<file path="src/rtl/useq_issue.sv">
// Micro-operation issue sequencer: fetch, decode, one- or two-step execute with ready-gated commits.
// Optional single-step hold after each retire is enabled by defining USEQ_STEP_EN.
module useq_issue #(
  parameter int unsigned CNT_W = 8
) (
  input  logic             clk,
  input  logic             rst,
  input  logic             run,
  input  logic [3:0]       opcode,
  input  logic             mem_rdy,
  input  logic             io_rdy,
`ifdef USEQ_STEP_EN
  input  logic             step,
`endif
  output logic [2:0]       m2,
  output logic             en,
  output logic             busy,
  output logic             halted,
  output logic             illegal,
  output logic [CNT_W-1:0] icnt
);

`ifdef USEQ_STEP_EN
  typedef enum logic [2:0] {
    S_IDLE, S_FETCH, S_DECODE, S_EXEC1, S_EXEC2, S_HALT, S_STEP
  } state_t;
`else
  typedef enum logic [2:0] {
    S_IDLE, S_FETCH, S_DECODE, S_EXEC1, S_EXEC2, S_HALT
  } state_t;
`endif

  typedef enum logic [2:0] {
    U_NOP2 = 3'b000,
    U_IRM  = 3'b001,
    U_MRS  = 3'b010,
    U_RDM  = 3'b011,
    U_PLUS = 3'b100,
    U_MINU = 3'b101,
    U_RDIN = 3'b110,
    U_OTRS = 3'b111
  } uop_t;

  typedef enum logic [3:0] {
    OP_NOP  = 4'h0,
    OP_LD   = 4'h1,
    OP_ST   = 4'h2,
    OP_ADD  = 4'h3,
    OP_SUB  = 4'h4,
    OP_IN   = 4'h5,
    OP_OUT  = 4'h6,
    OP_ADDM = 4'h7,
    OP_HLT  = 4'hF
  } op_t;

  state_t state;
  op_t    ir;

  state_t     rt_state;
  logic [2:0] rt_m2;
  logic       rt_busy;

  function automatic uop_t exec_uop(input logic [3:0] op);
    case (op)
      OP_NOP:  return U_NOP2;
      OP_LD:   return U_RDM;
      OP_ST:   return U_MRS;
      OP_ADD:  return U_PLUS;
      OP_SUB:  return U_MINU;
      OP_IN:   return U_RDIN;
      OP_OUT:  return U_OTRS;
      OP_ADDM: return U_RDM;
      default: return U_NOP2;
    endcase
  endfunction

  function automatic logic is_gated(input logic [2:0] u);
    case (u)
      U_IRM, U_MRS, U_RDM, U_RDIN, U_OTRS: return 1'b1;
      default:                             return 1'b0;
    endcase
  endfunction

  function automatic logic uop_ready(input logic [2:0] u, input logic mr, input logic ir_rdy);
    case (u)
      U_IRM, U_MRS, U_RDM: return mr;
      U_RDIN, U_OTRS:      return ir_rdy;
      default:             return 1'b1;
    endcase
  endfunction

  // Destination after the last execute commit; shared by EXEC1 and EXEC2.
  always_comb begin
`ifdef USEQ_STEP_EN
    rt_state = S_STEP;
    rt_m2    = U_NOP2;
    rt_busy  = 1'b1;
`else
    if (run) begin
      rt_state = S_FETCH;
      rt_m2    = U_IRM;
      rt_busy  = 1'b1;
    end else begin
      rt_state = S_IDLE;
      rt_m2    = U_NOP2;
      rt_busy  = 1'b0;
    end
`endif
  end

  always_ff @(posedge clk or posedge rst) begin
    if (rst) begin
      state   <= S_IDLE;
      ir      <= OP_NOP;
      m2      <= '0;
      en      <= 1'b0;
      busy    <= 1'b0;
      halted  <= 1'b0;
      illegal <= 1'b0;
      icnt    <= '0;
    end else begin
      case (state)
        S_IDLE: begin
          if (run) begin
            state <= S_FETCH;
            m2    <= U_IRM;
            busy  <= 1'b1;
          end
        end

        S_FETCH: begin
          if (en) begin
            en    <= 1'b0;
            state <= S_DECODE;
            m2    <= U_NOP2;
          end else if (mem_rdy) begin
            en <= 1'b1;
          end
        end

        // Execute outputs are registered here so ungated ops commit in their first cycle.
        S_DECODE: begin
          ir <= op_t'(opcode);
          if (opcode == OP_HLT) begin
            state  <= S_HALT;
            m2     <= U_NOP2;
            busy   <= 1'b0;
            halted <= 1'b1;
          end else begin
            state <= S_EXEC1;
            m2    <= exec_uop(opcode);
            en    <= !is_gated(exec_uop(opcode));
            if (opcode[3]) illegal <= 1'b1;
          end
        end

        S_EXEC1, S_EXEC2: begin
          if (en) begin
            if (state == S_EXEC1 && ir == OP_ADDM) begin
              state <= S_EXEC2;
              m2    <= U_PLUS;
              en    <= 1'b1;
            end else begin
              en    <= 1'b0;
              state <= rt_state;
              m2    <= rt_m2;
              busy  <= rt_busy;
              icnt  <= icnt + 1'b1;
            end
          end else if (uop_ready(m2, mem_rdy, io_rdy)) begin
            en <= 1'b1;
          end
        end

        S_HALT: begin
          m2 <= U_NOP2;
          en <= 1'b0;
        end

`ifdef USEQ_STEP_EN
        S_STEP: begin
          if (step) begin
            if (run) begin
              state <= S_FETCH;
              m2    <= U_IRM;
            end else begin
              state <= S_IDLE;
              busy  <= 1'b0;
            end
          end
        end
`endif

        default: begin
          state <= S_IDLE;
          m2    <= U_NOP2;
          en    <= 1'b0;
          busy  <= 1'b0;
        end
      endcase
    end
  end

endmodule
</file>
<file path="config.mk">
export PLATFORM = sky130hd
export DESIGN_NAME = useq_issue
export DESIGN_NICKNAME = d
export VERILOG_FILES = /design/src/rtl/useq_issue.sv
export SDC_FILE = /design/constraint.sdc
export NUM_CORES = 1
export LEC_CHECK = 0
export ABC_AREA = 1
export BUFFER_PORTS_ARGS = -buffer_cell sky130_fd_sc_hd__buf_2
export CAP_MARGIN = 5
export CORE_ASPECT_RATIO = 1.5
export CORE_UTILIZATION = 49
export DETAILED_ROUTE_END_ITERATION = 16
export GPL_TIMING_DRIVEN = 0
export MAX_ROUTING_LAYER = met4
export PLACE_DENSITY = 0.77
export SLEW_MARGIN = 30
export SYNTH_ARGS = -nofsm -noshare
export SYNTH_HDL_FRONTEND = slang
export SYNTH_SLANG_ARGS = --single-unit
</file>
<file path="constraint.sdc">
create_clock -name clk -period 1.3 [get_ports clk]
set_input_delay 0.26 -clock clk [delete_from_list [all_inputs] [get_ports clk]]
set_output_delay 0.26 -clock clk [all_outputs]
set_load 0.01 [all_outputs]
</file>
==> out/metrics.cfg, run 1 <==
[run]
cap_violations=0

[detailed_routing]
drtAntennaViolNets=0
routed_wl_um=3331
m1WireLength_um=1225
firstDrtPassIters=5
wl_met2_um=1966
drc=0
wl_per_cell_um=13.11
drt_iter0_markers=32
vias=1300
dr_wl_met3_um=87
dr.max_layer_used=met4
vias_per_cell=5.118

[layout]
final_common_cell=nand2_1
mostFrequentLayoutCells=nand2_1 (52), buf_2 (23), inv_1 (21), dfrtp_1 (19)
drive_above_1_share_pct=36.70
nets=234
stdcell_count=254
n_antenna_cell=0
area_delta_synth_final_pct=31.37
finalCoreUtilization_pct=69.23

[worst_setup_path]
cp_max_fo=4
end_kind=flop
path_class=flop to flop
reg2reg_depth=9
crit_path_start_kind=flop
worstPathArrival_ns=1.58
cp_data_required_time_ns=1.51

[die]
die_w_um=44.38
rows=22
die_h_um=65.57
start_util_pct=52.70
pin_count=24
core_um2=2505
dieArea_um2=2910

[sta]
tightest_slew_ns=0.8386
fmax_ghz=0.7303
rsz0062_at_grt=true
setup_viol=11
relSlewSlack_pct=44.03
clock_skew_ns=0.006462
finalHoldViolCount=0
drv_slew=0
worst_slack_ns=-0.06934
whs_ns=0.09202
min_period_ns=1.369
min_period_over_period_pct=105.3

[grt]
grt_max_degree=23
grt_pass1_wl_um=4781
grt_pass1_vias=1226
grt_usage_pct=22.30
grt_overflow_total=0
antenna_found_initial=0

[clock_tree]
root_buffer=clkbuf_4
cts_made_buffers=3
cts.sinks=22
clk_latency_ns=0.31
h-tree-depth=1
clk_pin_slew_ns=0.13
cts_max_path_buffers=2
cts_hold_buf=0
cts_tree=done

[synth]
syn-cell-area_um2=1320
synth-main-ff-cell=dfrtp_1
ys_seq_area_share_pct=41.71
syn_area_per_cell_um2=7.333
ys_ff_latch=22
yosysWarningCount=0
async_flop_share_pct=100.0
netlist_instances=180
syn_nets=195
synth_cell_types=25
synth_edf_count=0

[pwr]
ir_worst_vdd_v=0.001137
power.density_nw_per_um2=2118
p_leak_nw=0.9465

[placed_design]
dpl.hpwl_um=2047
io_buffers=23
gp_congestion=0.8438
dp.cells=239

[run_status]
status=finished with violations
violations=negative setup slack

[worst_hold_path]
hold_path_class=input pin to asynchronous set/reset pin

[metrics by stage]
stage | power (mW) | TNS [ns] | cell area (µm²) | setup slack, ns
after global routing | 3.947 | -1.507 | 1734 | -0.1484
after global placement | 2.505 | -0.06351 | 1480 | -0.05113
after floorplan | 2.184 | 0 | 1320 | 0.05630
after detailed placement | 2.568 | -0.2573 | 1480 | -0.07105
final | 3.672 | -0.4000 | 1734 | -0.06934
after CTS | 3.213 | -0.02240 | 1590 | -0.01029
[routing by layer]
layer	GRT usage, %	vias up
met3	2.747	6
met5	-	-
li1	-	636
met1	22.71	627
met4	9.091	0
met2	41.36	31
[what timing repair did]
action / 4_1_cts / 5_1_grt
pin swaps: 1 / 8
setup endpoints to repair: 12 / 18
setup buffers: 5 / 6
gates resized for setup: 8 / 36
[final timing paths]
| kind | startpoint | end | slack, ns |
|---|---|---|---|
| hold / removal | rst | icnt[7] | 0.09 |
| min in group clk | opcode[3] | illegal | 0.20 |
| setup / recovery | state[1] | state[0] | -0.07 |
| hold reg to reg | halted | halted | 0.48 |
| setup reg to reg | state[1] | state[0] | -0.07 |
| max in group asynchronous | rst | state[0] | 0.64 |
[worst max-delay path, stage by stage, from the launching register on]
cell and delay (ns):
dfrtp_2 0.46, buf_4 0.17, nor2_4 0.14, inv_2 0.06
a21oi_2 0.11, inv_1 0.06, nand2_2 0.11, inv_1 0.05
nand2_1 0.05, nand2_1 0.05
[Yosys cell counts, types with 2 or more instances]
cell type | number | area, µm²
nand2_1 | 60 | 225.2
inv_1 | 25 | 93.84
dfrtp_1 | 22 | 550.5
nor2_1 | 16 | 60.06
nand3_1 | 12 | 60.06
o21ai_0 | 10 | 50.05
ha_1 | 6 | 75.07
a21oi_1 | 4 | 20.02
inv_2 | 3 | 11.26
nand2_2 | 3 | 18.77
buf_2 | 2 | 10.01
nor2_2 | 2 | 12.51
o21ai_1 | 2 | 10.01
xnor2_1 | 2 | 17.52
[where the power goes]
part / switching (mW) / internal, mW
Clock: 0.220 / 0.312
Sequential: 0.205 / 0.931
Combinational: 1.20 / 0.804
Total: 1.63 / 2.05
[final cells by class]
class	instances	area, µm²
inverters	28	105.1
clock buffers	3	22.52
repair buffers	34	205.2
multi-input cells	128	757.0
well taps	36	45.04
flip-flops and latches	22	554.3
plain buffers	2	15.01
fillers	209	770.7
clock inverters	1	30.03
[logic make-up (layout without fill, tap and decap cells)]
group | Yosys count | after routing | synth area share (%)
AND/OR/NAND/NOR | 97 | 97 | 31.57
buffers and inverters | 30 | 68 | 8.720
AO/OA/AOI/OAI | 22 | 22 | 10.33
flip-flops | 22 | 22 | 41.71
adder cells (fa/ha/maj) | 6 | 6 | 5.687
XOR/XNOR | 3 | 3 | 1.991
[state kept, by name, summed over array words and instances, names as in the netlist]
| name | flops |
|---|---|
| busy | 1 |
| m2 | 3 |
| ir | 4 |
| state | 3 |
| illegal | 1 |
| en | 1 |
| icnt | 8 |
| halted | 1 |
Power figures use the tool's default switching activity.
==> run 2: changes to the inputs <==
==> constraint.sdc (replaced) <==
create_clock -name clk -period 1.3 [get_ports clk]
set_input_delay 0.26 -clock clk [delete_from_list [all_inputs] [get_ports clk]]
set_output_delay 0.26 -clock clk [all_outputs]
set_load 0.1 [all_outputs]
==> run 2 against run 1 <==
The flow still finishes with violations (negative setup slack); highest routed layer unchanged; sequential power is 9.6% higher; non-clock buffer count unchanged; worst hold slack lost 0.0025 ns; global-route usage rose by 4.2 points; register-to-register slack lost 0.07 ns; routed wire length is 5.4% higher; utilization rose by 6.7 points.
==> out/metrics.cfg, run 2 (synthesized netlist as in run 1, its figures left out) <==
[detailed_routing]
vias_per_cell=5.165  ; +0.91%
routed_wl_um=3512  ; +5.4%
dr_wl_met3_um=85  ; -2.3%
m1WireLength_um=1269  ; +3.6%
wl_met2_um=2032  ; +3.4%
wl_per_cell_um=13.77  ; +5.0%
vias=1317  ; +1.3%
dr.max_layer_used=met4
drc=0  ; unchanged
firstDrtPassIters=4  ; -1
drt_iter0_markers=40  ; +25%
drtAntennaViolNets=0  ; unchanged

[layout]
reg_top3=icnt: 8 flops, ir: 4 flops
area_delta_synth_final_pct=44.08
drive_above_1_share_pct=38.81  ; +2.1 points
largest_reg_flops=8  ; unchanged
nets=235  ; +0.43%
finalCoreUtilization_pct=75.92  ; +6.7 points
mostFrequentLayoutCells=nand2_1 (56), inv_1 (20), buf_4 (15), nand3_1 (10), nor2_1 (10)
num-fill-cells=182  ; -13%
final_common_cell=nand2_1
n_antenna_cell=0  ; unchanged
regMostFlops=icnt

[sta]
worst_slack_ns=-0.1382  ; -0.06885 ns
tns_ns=-0.7687  ; -0.3687 ns
whs_ns=0.08949  ; -0.002533 ns
setup_viol=14  ; +3
fmax_ghz=0.6953  ; -4.8%
min_period_over_period_pct=110.6  ; +5.3 points
drv_slew=0  ; unchanged
clock_skew_ns=0.009450  ; +0.002988 ns
relSlewSlack_pct=42.36  ; -1.7 points
rsz0062_at_grt=true
finalHoldViolCount=0  ; unchanged
tightest_slew_ns=0.8636  ; +0.02500 ns
min_period_ns=1.438  ; +0.06885 ns

[grt]
grt_overflow_total=0  ; unchanged
grt_pass1_wl_um=5485  ; +15%
grt_pass1_vias=1336  ; +9.0%
grt_max_degree=23  ; unchanged
antenna_found_initial=0  ; unchanged
grt_usage_pct=26.51  ; +4.2 points

[clock_tree]
cts.sinks=22  ; unchanged
cts_max_path_buffers=2  ; unchanged
cts_tree=done
cts_made_buffers=3  ; unchanged
root_buffer=clkbuf_4
clk_latency_ns=0.32  ; about the same
clk_pin_slew_ns=0.13  ; about the same
h-tree-depth=1  ; unchanged

[worst_hold_path]
hold_path_class=input pin to asynchronous set/reset pin

[worst_setup_path]
path_class=flop to flop
crit_path_start_kind=flop
cp_data_required_time_ns=1.53  ; +0.02 ns
cp_max_fo=6  ; +2
end_kind=flop
worstPathArrival_ns=1.67  ; +0.09 ns

[die]
start_util_pct=52.70  ; unchanged
pin_count=24  ; unchanged
die_w_um=44.38  ; unchanged
rows=22  ; unchanged
dieArea_um2=2910  ; unchanged
die_h_um=65.57  ; unchanged
core_um2=2505  ; unchanged

[placed_design]
gp_congestion=0.8803  ; +4.3%
dpl.hpwl_um=2168  ; +5.9%
io_buffers=23  ; unchanged
dp_slack_ns=-0.1089  ; -0.03784 ns

[pwr]
power.density_nw_per_um2=2636  ; +25%
ir_worst_vdd_v=0.001841  ; +62%
p_leak_nw=0.9602  ; +1.5%

[run_status]
violations=negative setup slack
status=finished with violations

[run]
cap_violations=0  ; unchanged

==> run 2: final timing paths <==
path / start / to / slack, ns / depth (start not counted)
min reg2reg: halted / halted / 0.48 / 1
max reg2reg: state[2] / icnt[5] / -0.14 / 8
max: state[2] / icnt[5] / -0.14 / 8
max in group asynchronous: rst / en / 0.58 / 2
min in group clk: opcode[3] / illegal / 0.20 / 2
min: rst / icnt[1] / 0.09 / 2
==> run 2: repair_timing <==
item,4_1_cts,5_1_grt
endpoints found under the setup margin,28,24
hold buffers,0,0
buffers inserted,5,6
gates cloned,1,0
pin swaps,2,7
resized for setup,42,29
==> run 2: through the flow <==
stage	std cells	total power, mW	instance area (µm²)
floorplan	180	3.198	1358
global placement	239	3.538	1518
detailed placement	239	3.596	1518
CTS	249	4.528	1747
global route	255	5.290	1902
finish	255	5.014	1902
==> run 2: metal layers <==
metal	global-route usage, %	vias to the layer above
met3	2.198	13
met1	24.51	635
met5	-	-
li1	-	638
met2	50.37	31
met4	15.15	0
==> run 2: worst max-delay path, cell delays in order, from the launching register on <==
cell and delay (ns):
dfrtp_1 0.47, inv_4 0.08, nand3_4 0.13, inv_2 0.06, nand2_4 0.12, nand3_4 0.12
buf_4 0.16, o21ai_1 0.13, nand2_1 0.07
==> run 2: area by class of cell <==
class                   instances  area, µm²  share of cell area [%]
flip-flops and latches         22      579.3                   30.46
inverters                      28      112.6                   5.921
repair buffers                 34      324.1                   17.04
clock buffers                   3      22.52                   1.184
plain buffers                   2      18.77                  0.9868
well taps                      36      45.04                   2.368
clock inverters                 1      30.03                   1.579
multi-input cells             129      769.5                   40.46
==> run 2: power breakdown <==
group	leakage, nW	internal (mW)	switching [mW]
clock	0.0279	0.312	0.220
sequential	0.262	0.978	0.268
combinational	0.670	1.09	2.14
